===== src/rtl/rl_lj_pair_dispatcher_pkg.sv =====
// Shared types and constants for the LJ pair dispatcher: default geometry,
// FSM encoding and reference float encodings.
package rl_lj_pair_dispatcher_pkg;

   localparam int POS_WIDTH_D  = 16;
   localparam int POS_FRAC_D   = 12;
   localparam int TYPE_WIDTH_D = 2;
   localparam int DATA_WIDTH_D = 32;

   localparam int SUM_W      = 2*POS_WIDTH_D+2;
   localparam int FLOAT_BIAS = 127;

   typedef enum logic [1:0] {
      IDLE   = 2'd0,
      STREAM = 2'd1,
      DRAIN  = 2'd2
   } state_t;

   localparam logic [31:0] FP_ONE     = 32'h3F80_0000;
   localparam logic [31:0] FP_TWO     = 32'h4000_0000;
   localparam logic [31:0] FP_QUARTER = 32'h3E80_0000;
   localparam logic [31:0] FP_HALF    = 32'h3F00_0000;
   localparam logic [31:0] FP_THREE   = 32'h4040_0000;

endpackage


===== src/rtl/rl_fix2float.sv =====
// Unsigned fixed-point to IEEE-754 single: leading-one detect, exponent
// rebias and truncating mantissa pack. Zero maps to +0.0.
module rl_fix2float
   import rl_lj_pair_dispatcher_pkg::*;
#(
   parameter int IN_W = SUM_W,
   parameter int FRAC = 24
) (
   input  logic [IN_W-1:0] value,
   output logic [31:0]     result
);

   int         m;
   logic       found;
   logic [7:0] expo;
   logic [22:0] mant;

   always_comb begin
      m     = 0;
      found = 1'b0;
      for (int i = 0; i < IN_W; i++) begin
         if (value[i]) begin
            m     = i;
            found = 1'b1;
         end
      end
      expo = 8'(m - FRAC + FLOAT_BIAS);
      // The leading one shifts out of the top, leaving the fraction bits left-aligned.
      mant = 23'(({value[IN_W-2:0], 23'd0} << (IN_W-1-m)) >> (IN_W-1));
      result = found ? {1'b0, expo, mant} : 32'd0;
   end

endmodule


===== src/rtl/rl_lj_pair_dispatcher.sv =====
// Home/neighbour pair dispatcher: distance-squared, cutoff filter, float issue.
// Optional counters are built when PAIR_DISPATCH_STATS_EN is defined.
module rl_lj_pair_dispatcher
   import rl_lj_pair_dispatcher_pkg::*;
#(
   parameter int POS_WIDTH  = POS_WIDTH_D,
   parameter int POS_FRAC   = POS_FRAC_D,
   parameter int TYPE_WIDTH = TYPE_WIDTH_D,
   parameter int DATA_WIDTH = DATA_WIDTH_D
) (
   input  logic                    clk,
   input  logic                    rst,
   input  logic                    home_valid,
   input  logic [POS_WIDTH-1:0]    home_x,
   input  logic [POS_WIDTH-1:0]    home_y,
   input  logic [POS_WIDTH-1:0]    home_z,
   input  logic [TYPE_WIDTH-1:0]   home_type,
   input  logic                    nb_valid,
   output logic                    nb_ready,
   input  logic [POS_WIDTH-1:0]    nb_x,
   input  logic [POS_WIDTH-1:0]    nb_y,
   input  logic [POS_WIDTH-1:0]    nb_z,
   input  logic [TYPE_WIDTH-1:0]   nb_type,
   input  logic                    nb_last,
   input  logic [2*POS_WIDTH+1:0]  cutoff_r2,
   input  logic                    param_wr_en,
   input  logic [2*TYPE_WIDTH-1:0] param_wr_addr,
   input  logic [DATA_WIDTH-1:0]   param_wr_pa,
   input  logic [DATA_WIDTH-1:0]   param_wr_pb,
   output logic                    r2_valid,
   output logic [DATA_WIDTH-1:0]   r2,
   output logic [DATA_WIDTH-1:0]   p_a,
   output logic [DATA_WIDTH-1:0]   p_b,
   output logic                    busy,
   output logic                    pair_done,
   output logic [15:0]             stat_accepted,
   output logic [15:0]             stat_filtered,
   output state_t                  fsm_state
);

   localparam int SW   = 2*POS_WIDTH+2;
   localparam int DW   = POS_WIDTH+1;
   localparam int NENT = 2**(2*TYPE_WIDTH);

   state_t                 state, state_next;
   logic [1:0]             drain_cnt;
   logic                   pair_done_next;
   logic [POS_WIDTH-1:0]   hx, hy, hz;
   logic [TYPE_WIDTH-1:0]  htype;
   logic                   accept, home_load;

   // A neighbour beat transfers on a cycle where nb_valid && nb_ready; ready
   // depends only on state, never on nb_valid. The issue side has no ready.
   assign nb_ready  = (state == STREAM);
   assign accept    = nb_valid && nb_ready;
   assign home_load = (state == IDLE) && home_valid;
   assign busy      = (state != IDLE);
   assign fsm_state = state;

   always_comb begin
      state_next     = state;
      pair_done_next = 1'b0;
      case (state)
         IDLE:    if (home_valid) state_next = STREAM;
         STREAM:  if (accept && nb_last) state_next = DRAIN;
         DRAIN:   if (drain_cnt == 2'd3) begin
                     state_next     = IDLE;
                     pair_done_next = 1'b1;
                  end
         default: state_next = IDLE;
      endcase
   end

   always_ff @(posedge clk) begin
      if (!rst) begin
         state     <= IDLE;
         drain_cnt <= 2'd0;
         pair_done <= 1'b0;
      end else begin
         state     <= state_next;
         pair_done <= pair_done_next;
         drain_cnt <= (state == DRAIN) ? drain_cnt + 2'd1 : 2'd0;
      end
   end

   always_ff @(posedge clk) begin
      if (rst && home_load) begin
         hx    <= home_x;
         hy    <= home_y;
         hz    <= home_z;
         htype <= home_type;
      end
   end

   logic                  s1_valid, s2_valid, s3_valid, s3_keep;
   logic signed [DW-1:0]  s1_dx, s1_dy, s1_dz;
   logic [TYPE_WIDTH-1:0] s1_type, s2_type;
   logic signed [SW-1:0]  sq_x, sq_y, sq_z;
   logic [SW-1:0]         s2_sx, s2_sy, s2_sz, s3_sum, sum_sat;
   logic [SW:0]           sum_wide;
   logic                  keep;
   logic [DATA_WIDTH-1:0] s3_pa, s3_pb;
   logic [31:0]           r2_float;
   logic [DATA_WIDTH-1:0] pa_tab [NENT];
   logic [DATA_WIDTH-1:0] pb_tab [NENT];

   always_comb begin
      sq_x     = SW'(s1_dx) * SW'(s1_dx);
      sq_y     = SW'(s1_dy) * SW'(s1_dy);
      sq_z     = SW'(s1_dz) * SW'(s1_dz);
      sum_wide = {1'b0, s2_sx} + {1'b0, s2_sy} + {1'b0, s2_sz};
      sum_sat  = sum_wide[SW] ? '1 : sum_wide[SW-1:0];
      // A zero distance is the home particle meeting itself.
      keep     = (sum_sat != '0) && (sum_sat <= cutoff_r2);
   end

   always_ff @(posedge clk) begin
      if (param_wr_en) begin
         pa_tab[param_wr_addr] <= param_wr_pa;
         pb_tab[param_wr_addr] <= param_wr_pb;
      end
   end

   always_ff @(posedge clk) begin
      s1_dx   <= {nb_x[POS_WIDTH-1], nb_x} - {hx[POS_WIDTH-1], hx};
      s1_dy   <= {nb_y[POS_WIDTH-1], nb_y} - {hy[POS_WIDTH-1], hy};
      s1_dz   <= {nb_z[POS_WIDTH-1], nb_z} - {hz[POS_WIDTH-1], hz};
      s1_type <= nb_type;
      s2_sx   <= $unsigned(sq_x);
      s2_sy   <= $unsigned(sq_y);
      s2_sz   <= $unsigned(sq_z);
      s2_type <= s1_type;
      s3_sum  <= sum_sat;
      s3_keep <= keep;
      s3_pa   <= pa_tab[{htype, s2_type}];
      s3_pb   <= pb_tab[{htype, s2_type}];
   end

   rl_fix2float #(.IN_W(SW), .FRAC(2*POS_FRAC)) u_fix2float (
      .value  (s3_sum),
      .result (r2_float)
   );

   always_ff @(posedge clk) begin
      if (!rst) begin
         s1_valid <= 1'b0;
         s2_valid <= 1'b0;
         s3_valid <= 1'b0;
         r2_valid <= 1'b0;
         r2       <= '0;
         p_a      <= '0;
         p_b      <= '0;
      end else begin
         s1_valid <= accept;
         s2_valid <= s1_valid;
         s3_valid <= s2_valid;
         r2_valid <= s3_valid && s3_keep;
         if (s3_valid && s3_keep) begin
            r2  <= DATA_WIDTH'(r2_float);
            p_a <= s3_pa;
            p_b <= s3_pb;
         end
      end
   end

`ifdef PAIR_DISPATCH_STATS_EN
   logic [15:0] acc_cnt, filt_cnt;

   always_ff @(posedge clk) begin
      if (!rst || home_load) begin
         acc_cnt  <= 16'd0;
         filt_cnt <= 16'd0;
      end else begin
         if (accept) acc_cnt <= acc_cnt + 16'd1;
         if (s2_valid && !keep) filt_cnt <= filt_cnt + 16'd1;
      end
   end

   assign stat_accepted = acc_cnt;
   assign stat_filtered = filt_cnt;
`else
   assign stat_accepted = 16'd0;
   assign stat_filtered = 16'd0;
`endif

endmodule


===== config.mk =====
export PLATFORM = sky130hd
export DESIGN_NAME = rl_lj_pair_dispatcher
export DESIGN_NICKNAME = d
export VERILOG_FILES = /design/src/rtl/rl_lj_pair_dispatcher_pkg.sv /design/src/rtl/rl_fix2float.sv /design/src/rtl/rl_lj_pair_dispatcher.sv
export SDC_FILE = /design/constraint.sdc
export NUM_CORES = 2
export LEC_CHECK = 0
export BUFFER_PORTS_ARGS = -buffer_cell sky130_fd_sc_hd__buf_2
export CAP_MARGIN = 15
export CORE_MARGIN = 10
export CORE_UTILIZATION = 43
export CTS_CLUSTER_DIAMETER = 40
export DETAILED_ROUTE_END_ITERATION = 12
export GPL_ROUTABILITY_DRIVEN = 0
export PLACE_DENSITY = 0.69
export RECOVER_POWER = 25
export SLEW_MARGIN = 20
export SYNTH_ARGS = -nofsm -noshare
export SYNTH_HDL_FRONTEND = slang
export SYNTH_SLANG_ARGS = --single-unit

===== constraint.sdc =====
create_clock -name clk -period 7.4 [get_ports clk]
set_clock_uncertainty 0.2 [all_clocks]
set_input_delay 0.74 -clock clk [delete_from_list [all_inputs] [get_ports clk]]
set_output_delay 0.74 -clock clk [all_outputs]
set_load 0.03 [all_outputs]

# == Yosys cells after proc, flatten, opt, wreduce, memory -nomap -nowiden ==
# Memories as Yosys holds them, arrays and structs flattened. A register that Yosys moved wholly into a read port is not among the register bits.
# Index checks and enable logic that the tools add are counted.
# totals
regBits,347
ramBits,1024
in_bits,208
output_inout_bits,134
elab_cells,133
memories,2
# op_classes
addsub,9
multipliers,3
n_lt_le_gt_ge,1
n_eq_ne,6
shifts,1
n_mux,76
n_reduce_logical,11
# memory_table
name,depth,width,rd,rd_clocked_by_memory_dff,wr,line_no,text
pa_tab,16,32,1,1,1,rl_lj_pair_dispatcher.sv:104,logic [DATA_WIDTH-1:0] pa_tab [NENT];
pb_tab,16,32,1,1,1,rl_lj_pair_dispatcher.sv:105,logic [DATA_WIDTH-1:0] pb_tab [NENT];
# op_table
operator,count
multiplier 17 x 17 -> 34 bit,3
2-to-1 mux 5 bit,16
<< shifter 56 x 32 -> 56 bit,1
subtractor 16 x 16 -> 17 bit,3
2-to-1 mux 1 bit,38
adder 34 x 34 -> 35 bit,1
adder 35 x 34 -> 35 bit,1
less-or-equal comparator 34 bit,1
2-to-1 mux 34 bit,1
nonzero test 34 bit,1
2-to-1 mux 4 bit,8
2-to-1 mux 31 bit,1
2-to-1 mux 3 bit,4
2-to-1 mux 6 bit,2
2-to-1 mux 2 bit,5
"adder 8 bit, second input constant",1
"subtractor 6 x 5 -> 7 bit, second input constant",1
"subtractor 6 x 6 -> 7 bit, first input constant",1
logical AND 1 bit,6
case mux 2 bit (3 select lines),1
"equality test 2 bit, second input constant",2
"inequality test 2 bit, second input constant",2
AND reduction 3 bit,1
"adder 2 x 1 -> 2 bit, second input constant",1
5 further kinds,5

# == Depth between registers and ports, before layout ==
# depth
depth_word,36
depth_mapped,26

# == Hierarchy ==
# From an unflattened synthesis, not the netlist that was laid out.
# unflattened
cells_unflattened,6568
hier_area_um2,86673.1
# by_module_without_submodules
module,instances,cells_per_inst,area_each_um2
rl_lj_pair_dispatcher,1,6153,83943.0
rl_fix2float,1,415,2730.1

# == Worst setup path before layout ==
# OpenSTA, ideal clock, no wires.
# synth_timing
kind,reg-to-reg
startpoint,register s1_dx[14]
endpoint,register s2_sx[33]
setup_ns,0.120
arrival_ns,6.099
setup_slack_ns,0.981
path_stages_with_launch,25
path_buffers,2
path_cell_list,dfxtp_1 clkbuf_1 clkbuf_1 nand2_1 fa_1 inv_1 fa_1 inv_1 fa_1 fa_1 fa_1 inv_1 fa_1 ha_1 o21a_1 o21ai_0 nor3_1 o31ai_1 a31oi_1 nand4_1 nand4_1 and3_1 a2111oi_2 a21oi_1 xnor2_1
# synth_between
elab_chain_len,1
# synth_rtl
element,line_no,text
start: declaration,rl_lj_pair_dispatcher.sv:96,"logic signed [DW-1:0] s1_dx, s1_dy, s1_dz;"
start signal: assignment,rl_lj_pair_dispatcher.sv:125,"s1_dx <= {nb_x[POS_WIDTH-1], nb_x} - {hx[POS_WIDTH-1], hx};"
multiplier 17 x 17 -> 34 bit,rl_lj_pair_dispatcher.sv:108,sq_x = SW'(s1_dx) * SW'(s1_dx);
net sq_x[33],rl_lj_pair_dispatcher.sv:98,"logic signed [SW-1:0] sq_x, sq_y, sq_z;"
end signal: assignment,rl_lj_pair_dispatcher.sv:129,s2_sx <= $unsigned(sq_x);
end: declaration,rl_lj_pair_dispatcher.sv:99,"logic [SW-1:0] s2_sx, s2_sy, s2_sz, s3_sum, sum_sat;"
# The timed path passes the listed nets, and every way through them passes these cells.
# A chain may end at the register's enable or synchronous reset.

# == Final worst setup path ==
# layout_timing
startpoint,register s1_dz[3]
endpoint,register s2_sz[32]
# layout_between
elab_chain_len,1
# layout_rtl
element,line_no,text
start: declaration,rl_lj_pair_dispatcher.sv:96,
start signal: assignment,rl_lj_pair_dispatcher.sv:127,"s1_dz <= {nb_z[POS_WIDTH-1], nb_z} - {hz[POS_WIDTH-1], hz};"
multiplier 17 x 17 -> 34 bit,rl_lj_pair_dispatcher.sv:110,sq_z = SW'(s1_dz) * SW'(s1_dz);
net sq_z[32],rl_lj_pair_dispatcher.sv:98,
end signal: assignment,rl_lj_pair_dispatcher.sv:131,s2_sz <= $unsigned(sq_z);
end: declaration,rl_lj_pair_dispatcher.sv:99,
# The timed path passes the listed nets, and every way through them passes these cells.

==> results.json <==
{
  "overflow": 0,
  "async_reset_ff_share_pct": 0,
  "yosysWarnings": 0,
  "wl_mm": 210.1,
  "final_common_cell": "edfxtp_1",
  "multi_input_area_um2": 41400,
  "yosysSeqAreaShare_pct": 46.03,
  "dp_slack_ns": 0.3340,
  "drive_gt1_share_pct": 15.87,
  "max_freq_ghz": 0.1421,
  "ys_types": 95,
  "htreeDepth": 4,
  "fill_cells": 16650,
  "dp_hpwl_mm": 143.5,
  "crit_path_start": "s1_dz[3]",
  "slew_violations": 0,
  "hold_depth": 3,
  "grt_max_degree": 121,
  "crit_slowest_cell": "dfxtp_1",
  "final_cell_mix": "edfxtp_1 (1074), inv_1 (1072), fa_1 (852)",
  "grt_pass1_wl_mm": 328.4,
  "insertion_delay_ns": 0.87,
  "initial_core_util_pct": 43.31,
  "slew_headroom_pct": 27.87,
  "cts-root-buf": "clkbuf_16",
  "synth_edf_count": 1074,
  "first_pass_iters": 6,
  "synth-main-ff-cell": "edfxtp_1",
  "wl_per_cell_um": 21.71,
  "cts_tree": "yes",
  "synthesis.instances": 6354,
  "path_cells": "nand2_1 > fa_1 > inv_1 > fa_1 > inv_1 > fa_1 > inv_1 > fa_1 > inv_1 > fa_1 > inv_1 > fa_1 > ha_1 > o21ai_0 > a21oi_1 > a21boi_0 > o221ai_1 > o21ai_0 > nand2b_1 > o21ai_0 > o211ai_1 > xnor2_1",
  "yosys.area_share.adder_pct": 25.41,
  "tightest_slew_ns": 1.076,
  "setup_viol": 0,
  "holdCritPathClass": "in -> reg",
  "synth_area_per_cell_um2": 13.47,
  "dieArea_um2": 217300,
  "final_net_count": 8281,
  "crit_path_end_kind": "register",
  "vias": 51400,
  "cp.arrival_ns": 7.51,
  "drcViolationCount": 0,
  "reg2regPathDepth": 22,
  "synth_compound_area_share_pct": 4.767,
  "min_period_ns": 7.035,
  "hold_viol": 0,
  "syn_area_um2": 85590,
  "synthToLayoutAreaGrowth_pct": 14.92,
  "min_from": "nb_x[15]",
  "outcome": "completed",
  "startpoint_type": "register",
  "grt_usage_pct": 19.43,
  "worst_slack_ns": 0.3645,
  "critPathKind": "reg -> reg",
  "cts_sinks": 1431,
  "yosys.area_share.simple_pct": 6.643,
  "dieWidth_um": 466.1,
  "path_common_cell": "fa_1",
  "path_max_fanout": 17,
  "cts_setup_buffers": 0,
  "r2r_start": "s1_dz[3]",
  "slowest_delay_ns": 0.85,
  "synth_xor_area_share_pct": 1.893,
  "regArea_um2": 39420,
  "port_buffers": 308,
  "synthMuxAreaShare_pct": 9.324,
  "io_pins": 342,
  "rows": 163,
  "synth_seq_cells": 1431,
  "vias_per_cell": 5.312,
  "cts_buffers": 200,
  "ant_nets": 0,
  "clk_path_buf_depth": 3,
  "fin_crit_sh_pct": 95.07,
  "chipHeight_um": 466.1,
  "first_iter_violations": 3902,
  "critical_path_required_ns": 7.88,
  "coreArea_um2": 197600,
  "maxCapViolCount": 0,
  "synth_top_family_by_area": "adder cells",
  "clkTransAtPathRegs_ns": 0.05,
  "grt_pass1_vias": 55830,
  "antenna_found_initial": 33,
  "whs_ns": 0.08105
}
==> through the flow <==
step / instance area, um2 / utilization, % / setup TNS [ns] / instances
2_1_floorplan: 85720 / - / 0 / 6389
3_3_place_gp: 90410 / 45.75 / 0 / 9194
3_5_place_dp: 90410 / 45.75 / 0 / 9194
4_1_cts: 98360 / 49.77 / 0 / 9665
5_1_grt: 98340 / 49.76 / -0.01535 / 9669
6_report: 98360 / 49.77 / 0 / 9676
==> critical path, delay by kind of cell (launching register included) <==
family,cells,cell delay (ns)
and+or+nand+nor,2,0.30
buffers and inverters,5,0.26
xor gates and xnor gates,1,0.14
DFF,1,0.85
AOI/OAI and AO/OA,7,1.79
adders and majority gates,7,3.36
==> cell type report <==
type	count	share of cell area (%)
Multi-Input combinational cell	3649	42.09
Sequential cell	1431	40.07
Clock buffer	237	5.354
Inverter	1079	4.120
Tap cell	2640	3.358
Timing Repair Buffer	485	3.159
Clock inverter	144	1.814
Antenna cell	11	0.02799
==> synth_stat cells, types with 20 or more instances <==
master / n / area, um2
clkbuf_1: 145 / 544.3
mux4_2: 330 / 7432
edfxtp_1: 1074 / 32250
a21o_1: 60 / 450.4
o21ai_0: 101 / 505.5
nor2_1: 214 / 803.3
xor2_1: 46 / 402.9
mux2i_1: 42 / 420.4
fa_1: 852 / 17060
nor2b_1: 34 / 212.7
xnor2_1: 139 / 1217
and2_1: 198 / 1239
dfxtp_1: 357 / 7147
nand2_1: 475 / 1783
nand2b_1: 47 / 294.0
nand3_1: 58 / 290.3
o21a_1: 20 / 150.1
ha_1: 375 / 4692
buf_1: 38 / 142.6
buf_4: 37 / 277.8
nor3_1: 51 / 255.2
inv_1: 1072 / 4024
a21oi_1: 213 / 1066
==> flip-flops by register name, indices dropped and copies added, names as in the netlist, 31 cells and up <==
signal,flops
pa_tab,512
pb_tab,512
s3_sum,34
s2_sx,33
s2_sy,33
s2_sz,33
p_a,32
p_b,32
s3_pa,32
s3_pb,32
r2,31
==> routing by layer <==
metal	wire length, um	GRT usage [%]	vias to the layer above
met2	107500	33.75	1772
met3	13510	3.790	430
met5	241	0	-
met4	7883	7.005	36
met1	80930	24.13	26500
li1	-	-	22660
==> final timing paths <==
check | end | slack (ns)
worst max register to register | s2_sz[32] | 0.36
worst max-delay path | s2_sz[32] | 0.36
worst min register to register | s2_type[0] | 0.13
worst min-delay path | s1_dx[16] | 0.08
==> cells by family after synthesis <==
| logic type | Yosys count |
|---|---|
| compound gates | 627 |
| flops | 1431 |
| buf+inv | 1309 |
| other cells | 1 |
| fa+ha+maj | 1227 |
| mux | 382 |
| simple gates | 1192 |
| xor+xnor | 185 |
==> what timing repair did <==
action,CTS,global route
resized for setup,0,11
hold buffers,90,0
hold endpoints to repair,383,0
endpoints found under the setup margin,0,6
Power is not shown: default switching activity piles up to over one toggle a cycle in this logic, so the estimate is an artifact.
